===== config.mk =====
export PLATFORM = sky130hd
export DESIGN_NAME = bus_grant_ctrl_flat
export DESIGN_NICKNAME = d
export VERILOG_FILES = /design/src/rtl/bus_grant_ctrl_if.sv /design/src/rtl/bus_grant_ctrl.sv /design/src/flat_wrapper.sv
export SDC_FILE = /design/constraint.sdc
export NUM_CORES = 1
export LEC_CHECK = 0
export CAP_MARGIN = 30
export CORE_MARGIN = 2
export CORE_UTILIZATION = 41
export DETAILED_ROUTE_END_ITERATION = 16
export PLACE_DENSITY = 0.65
export SYNTH_ARGS = -nofsm -noshare
export SYNTH_HDL_FRONTEND = slang
export SYNTH_SLANG_ARGS = --single-unit

===== constraint.sdc =====
create_clock -name clk -period 2.4 [get_ports clk]
set_clock_uncertainty 0.05 [all_clocks]
set_input_delay 0.48 -clock clk [delete_from_list [all_inputs] [get_ports clk]]
set_output_delay 0.48 -clock clk [all_outputs]
set_load 0.02 [all_outputs]

===== src/rtl/bus_grant_ctrl_if.sv =====
// Grant controller bus: raw requests, generator handshake, grant outputs.
// slave = controller side, master = requester/generator side.
interface bus_grant_ctrl_if;
  logic [7:0] req;
  logic [7:0] pri_req;
  logic       pri_en;
  logic [7:0] pri_onehot;
  logic [7:0] gnt;
  logic [2:0] owner;
  logic       bus_busy;
  logic       timeout_err;

  modport slave (
    input  req,
    input  pri_onehot,
    output pri_req,
    output pri_en,
    output gnt,
    output owner,
    output bus_busy,
    output timeout_err
  );

  modport master (
    output req,
    output pri_onehot,
    input  pri_req,
    input  pri_en,
    input  gnt,
    input  owner,
    input  bus_busy,
    input  timeout_err
  );
endinterface


===== src/rtl/bus_grant_ctrl.sv =====
// Bus grant controller: masks locked masters, strobes the priority
// generator, validates its one-hot result and holds the grant.
// Ports: clk, reset (sync, active-high), bus (slave modport).
module bus_grant_ctrl #(
  parameter int TIMEOUT_CYCLES = 64,
  parameter int CNT_W          = 8
) (
  input  logic clk,
  input  logic reset,
  bus_grant_ctrl_if.slave bus
);

  typedef enum logic [2:0] {
    S_IDLE,
    S_SAMPLE,
    S_CHECK,
    S_OWNED,
    S_RELEASE
  } state_t;

  localparam bit TMO_EN = (TIMEOUT_CYCLES != 0);
  localparam logic [CNT_W-1:0] CNT_MAX = '1;
  localparam logic [CNT_W-1:0] CNT_ONE = CNT_W'(1);
  localparam logic [CNT_W-1:0] TMO_LAST =
    TMO_EN ? CNT_W'(TIMEOUT_CYCLES - 1) : '0;

  state_t           r_state, w_state_nx;
  logic [7:0]       r_lock, w_lock_nx;
  logic [7:0]       r_gnt, w_gnt_nx;
  logic [2:0]       r_owner, w_owner_nx;
  logic [CNT_W-1:0] r_cnt, w_cnt_nx;
  logic             r_busy, w_busy_nx;
  logic             r_terr, w_terr_nx;

  logic [7:0] w_pri_req;
  logic       w_onehot;
  logic       w_valid;
  logic [2:0] w_idx;
  logic       w_own_req;
  logic       w_tmo;

  assign w_pri_req = bus.req & ~r_lock;

  // x & (x-1) clears the lowest set bit: zero iff at most one bit set
  assign w_onehot = (bus.pri_onehot != 8'd0) &&
    ((bus.pri_onehot & (bus.pri_onehot - 8'd1)) == 8'd0);
  assign w_valid = w_onehot &&
    ((bus.pri_onehot & w_pri_req) != 8'd0);

  always_comb begin
    w_idx = '0;
    for (int i = 0; i < 8; i++)
      if (bus.pri_onehot[i]) w_idx = 3'(i);
  end

  assign w_own_req = bus.req[r_owner];
  assign w_tmo     = TMO_EN && (r_cnt == TMO_LAST);

  always_comb begin
    w_state_nx = r_state;
    w_gnt_nx   = r_gnt;
    w_owner_nx = r_owner;
    w_cnt_nx   = r_cnt;
    w_terr_nx  = 1'b0;
    w_lock_nx  = r_lock & bus.req;
    unique case (r_state)
      S_IDLE: begin
        if (|w_pri_req) w_state_nx = S_SAMPLE;
      end
      S_SAMPLE: begin
        w_state_nx = S_CHECK;
      end
      S_CHECK: begin
        if (w_valid) begin
          w_gnt_nx   = bus.pri_onehot;
          w_owner_nx = w_idx;
          w_cnt_nx   = '0;
          w_state_nx = S_OWNED;
        end else begin
          w_state_nx = S_IDLE;
        end
      end
      S_OWNED: begin
        if (r_cnt != CNT_MAX) w_cnt_nx = r_cnt + CNT_ONE;
        // voluntary release outranks a coincident timeout
        if (!w_own_req) begin
          w_gnt_nx   = '0;
          w_state_nx = S_RELEASE;
        end else if (w_tmo) begin
          w_gnt_nx           = '0;
          w_terr_nx          = 1'b1;
          w_lock_nx[r_owner] = 1'b1;
          w_state_nx         = S_RELEASE;
        end
      end
      S_RELEASE: begin
        w_gnt_nx   = '0;
        w_state_nx = S_IDLE;
      end
      default: begin
        w_gnt_nx   = '0;
        w_state_nx = S_IDLE;
      end
    endcase
    w_busy_nx = (w_state_nx == S_CHECK) ||
                (w_state_nx == S_OWNED) ||
                (w_state_nx == S_RELEASE);
  end

  always_ff @(posedge clk) begin
    if (reset) begin
      r_state <= S_IDLE;
      r_lock  <= '0;
      r_gnt   <= '0;
      r_owner <= '0;
      r_cnt   <= '0;
      r_busy  <= 1'b0;
      r_terr  <= 1'b0;
    end else begin
      r_state <= w_state_nx;
      r_lock  <= w_lock_nx;
      r_gnt   <= w_gnt_nx;
      r_owner <= w_owner_nx;
      r_cnt   <= w_cnt_nx;
      r_busy  <= w_busy_nx;
      r_terr  <= w_terr_nx;
    end
  end

  assign bus.pri_req     = w_pri_req;
  assign bus.pri_en      = (r_state == S_SAMPLE);
  assign bus.gnt         = r_gnt;
  assign bus.owner       = r_owner;
  assign bus.bus_busy    = r_busy;
  assign bus.timeout_err = r_terr;

endmodule


===== src/flat_wrapper.sv =====
// flat-port wrapper written by rule: the top's interface ports become plain ports
module bus_grant_ctrl_flat 
#(
  parameter int TIMEOUT_CYCLES = 64,
  parameter int CNT_W          = 8
)
  (clk, reset, bus_req, bus_pri_onehot, bus_pri_req, bus_pri_en, bus_gnt, bus_owner, bus_bus_busy, bus_timeout_err);
  bus_grant_ctrl_if bus_i ();
  input  logic clk;
  input  logic reset;
  input wire logic [$bits(bus_i.req)-1:0] bus_req;
  input wire logic [$bits(bus_i.pri_onehot)-1:0] bus_pri_onehot;
  output wire logic [$bits(bus_i.pri_req)-1:0] bus_pri_req;
  output wire logic [$bits(bus_i.pri_en)-1:0] bus_pri_en;
  output wire logic [$bits(bus_i.gnt)-1:0] bus_gnt;
  output wire logic [$bits(bus_i.owner)-1:0] bus_owner;
  output wire logic [$bits(bus_i.bus_busy)-1:0] bus_bus_busy;
  output wire logic [$bits(bus_i.timeout_err)-1:0] bus_timeout_err;
  assign bus_i.req = bus_req;
  assign bus_i.pri_onehot = bus_pri_onehot;
  assign bus_pri_req = bus_i.pri_req;
  assign bus_pri_en = bus_i.pri_en;
  assign bus_gnt = bus_i.gnt;
  assign bus_owner = bus_i.owner;
  assign bus_bus_busy = bus_i.bus_busy;
  assign bus_timeout_err = bus_i.timeout_err;
  bus_grant_ctrl #(.TIMEOUT_CYCLES(TIMEOUT_CYCLES), .CNT_W(CNT_W)) u_core (.clk(clk), .reset(reset), .bus(bus_i));
endmodule

==> flow_summary.ini <==
[setup_path]
r2r_setup_slack_ps = 460
ff2ff_path_depth = 6
end_kind = primary output
path_cells = clkdlybuf4s50_1 -> nor2b_1 -> clkdlybuf4s50_1
crit_slowest_cell = clkdlybuf4s50_1
path_class = in -> out
crit_top_cell = clkdlybuf4s50_1
required_ps = 1870
crit_fanout = 3
rr_endpoint = u_core.bus.gnt[5]
crit_arrival_ps = 1820
timing.rr.start = u_core.bus.owner[0]
crit_path_max_incr_delay_ps = 620
start_kind = primary input

[layout]
final_common_cell = clkdlybuf4s50_1
drive_above_1_share = 0.203
post-route-util = 0.578
diodes = 0
final_cell_count_no_fill = 354
nNetsFinal = 318
area_growth_pct = 37.3
fin_area_sq_um = 2710
fillCellCount = 445
layout_common_cells = clkdlybuf4s50_1, buf_4, dfxtp_1

[yosys]
syn_avg_cell_area_sq_um = 8.48
synthFlopType = dfxtp_1
synth_cell_type_count = 50
synth_fp_nets = 252
ys_ff_latch = 32
synth.largest_area_cell = dfxtp_1
synth_edf_count = 0
syn_area_sq_um = 1980
syn_inst = 233
seq_area_frac_synth = 0.324
ys_warn_count = 0
ys_async_sr_fraction = 0
synth_top_area_share = 0.324
synth_area_leaders = dfxtp_1, o211ai_1, nor2b_1

[timing]
fmax_mhz = 426
post-route-period-util = 0.979
rsz0062_at_grt = false
timing.final.crit_period_ps = 2350
hold_viol = 0
slew_viol_final = 0
tightestPinTransition_ps = 715
setup_viol_count_final = 0
maxSlewHeadroom = 0.523

[min_path]
hold_class = reg -> reg
hold_path_startpoint = u_core.r_lock[7]
worstHoldPathCells = 2
worstHoldEndpoint = u_core.r_lock[7]

[drt]
drt-pass1-iter-count = 4
drcViolationCount = 0
wl_um = 5400
vias_per_cell = 5.84
vias = 2067
dr.first_iter.drc_count = 116
ant_nets = 0
wl_per_cell_um = 15.2

[run]
timing.max_cap.violations = 0

[pwr]
p_switching_uw = 355
power_frac_clock = 0.359
internal_power_uw = 888
power_frac_comb = 0.200
total_power_uw = 1240
p_leak_uw = 0.000964
powerDensity_nw_per_um2 = 458
peakVddDrop_v = 0.000276
p_sw_frac = 0.286
pwr-share-seq = 0.441

[clock_tree]
postCtsSetupRepairBufs = 0
ctsHoldBuffers = 0
numCtsBuffers = 5
clkTransAtPathRegs_ps = 70
clockBufferDepth = 2
htreeDepth = 2
clkLatencyLatePin_ps = 290
cts_sinks = 32
cts_tree = yes
cts_root_buf = clkbuf_8

[global_route]
grt_max_degree = 27
grt_pass1_wl_um = 8980
grt-ovfl-total = 0
antenna_found_initial = 0
grtUsageTotal = 0.211
grt_pass1_vias = 1935

[floorplan]
die_width_um = 73.4
core-area_sq_um = 4690
start_util = 0.421
io_pins = 40
die_h_um = 73.4
row_count = 25
fp.dieArea_sq_um = 5390

[placement]
io_buffers = 39
gp_congestion = 0.823
placed_area_sq_um = 2620
dp.final_hpwl_um = 3890
placed_cells = 346

[outcome]
status = finished clean
## layer usage
layer | vias to the layer above | part of all wire | GRT usage
met5 | - | 0 | 0
met4 | 0 | 0.0089 | 0.0485
met3 | 4 | 0.051 | 0.0453
met2 | 66 | 0.46 | 0.349
met1 | 959 | 0.48 | 0.282
li1 | 1038 | - | -
## sequential cells by signal, indices dropped and copies added, names as in the netlist
signal / flops
u_core.r_lock: 8
u_core.bus.timeout_err: 1
u_core.bus.gnt: 8
u_core.r_cnt: 8
u_core.bus.owner: 3
u_core.bus.bus_busy: 1
u_core.r_state: 3
## stage by stage
step	worst slack (ps)	setup TNS, ps	hold slack, ps
after detailed placement	-175	-1490	407
after CTS	0.725	0	419
after global routing	15.6	0	439
final	51.0	0	419
after global placement	-93.2	-688	407
after floorplan	388	0	389
## layout make-up
class / instances / area [sq um] / area share
Sequential cell: 32 / 641 / 0.236
Clock buffer: 7 / 86.3 / 0.0318
Inverter: 5 / 18.8 / 0.00692
Clock inverter: 1 / 7.51 / 0.00277
Multi-Input combinational cell: 180 / 1210 / 0.448
Tap cell: 54 / 67.6 / 0.0249
Timing Repair Buffer: 75 / 677 / 0.250
## cell families after synthesis
| group | share of synthesized area |
|---|---|
| AND/OR/NAND/NOR | 0.290 |
| AO/OA/AOI/OAI | 0.292 |
| flip-flops | 0.324 |
| buffers and inverters | 0.0608 |
| multiplexers | 0.0266 |
| adder cells (fa/ha/maj) | 0.00633 |
## synth_stat cells (4+ instances only)
library cell and n:
dfxtp_1 32, nand2_1 19, nor2_1 17, nor2b_1 15
o211ai_1 15, nand4_1 10, a21oi_1 9, nor4_1 8
o2111ai_1 8, a22oi_1 7, a31oi_1 7, buf_2 6
clkbuf_1 5, nand3_1 5, nand3b_1 5, inv_1 4
o31ai_1 4
## timing repair
| item | CTS | global route |
|---|---|---|
| cloned | 0 | 0 |
| endpoints found under the setup margin | 1 | 2 |
| resized for setup | 1 | 2 |
## power groups by stage
stage	logic [uW]	clock network, uW	registers, uW
2_1_floorplan	126	0	560
3_3_place_gp	246	0	560
3_5_place_dp	249	0	560
4_1_cts	249	451	548
5_1_grt	268	473	549
6_report	249	446	548
## critical path, delay by kind of cell
kind          cells  cell delay, ps
buf+inv           2            1150
simple gates      1             190
## how the worst max path moves through the flow
stage	startpoint	to	slack, ps	cells past startpoint
floorplan	u_core.bus.owner[0]	u_core.bus.gnt[0]	390	6
finish	bus_req[0]	bus_pri_req[0]	50	3
CTS	bus_req[5]	bus_pri_req[5]	0.7	3
global placement	bus_pri_onehot[1]	u_core.bus.owner[2]	-90	7
global route	bus_req[7]	bus_pri_req[7]	20	4
detailed placement	bus_pri_onehot[1]	u_core.bus.owner[2]	-170	7
Note: power is estimated with default switching activity, not from simulation.
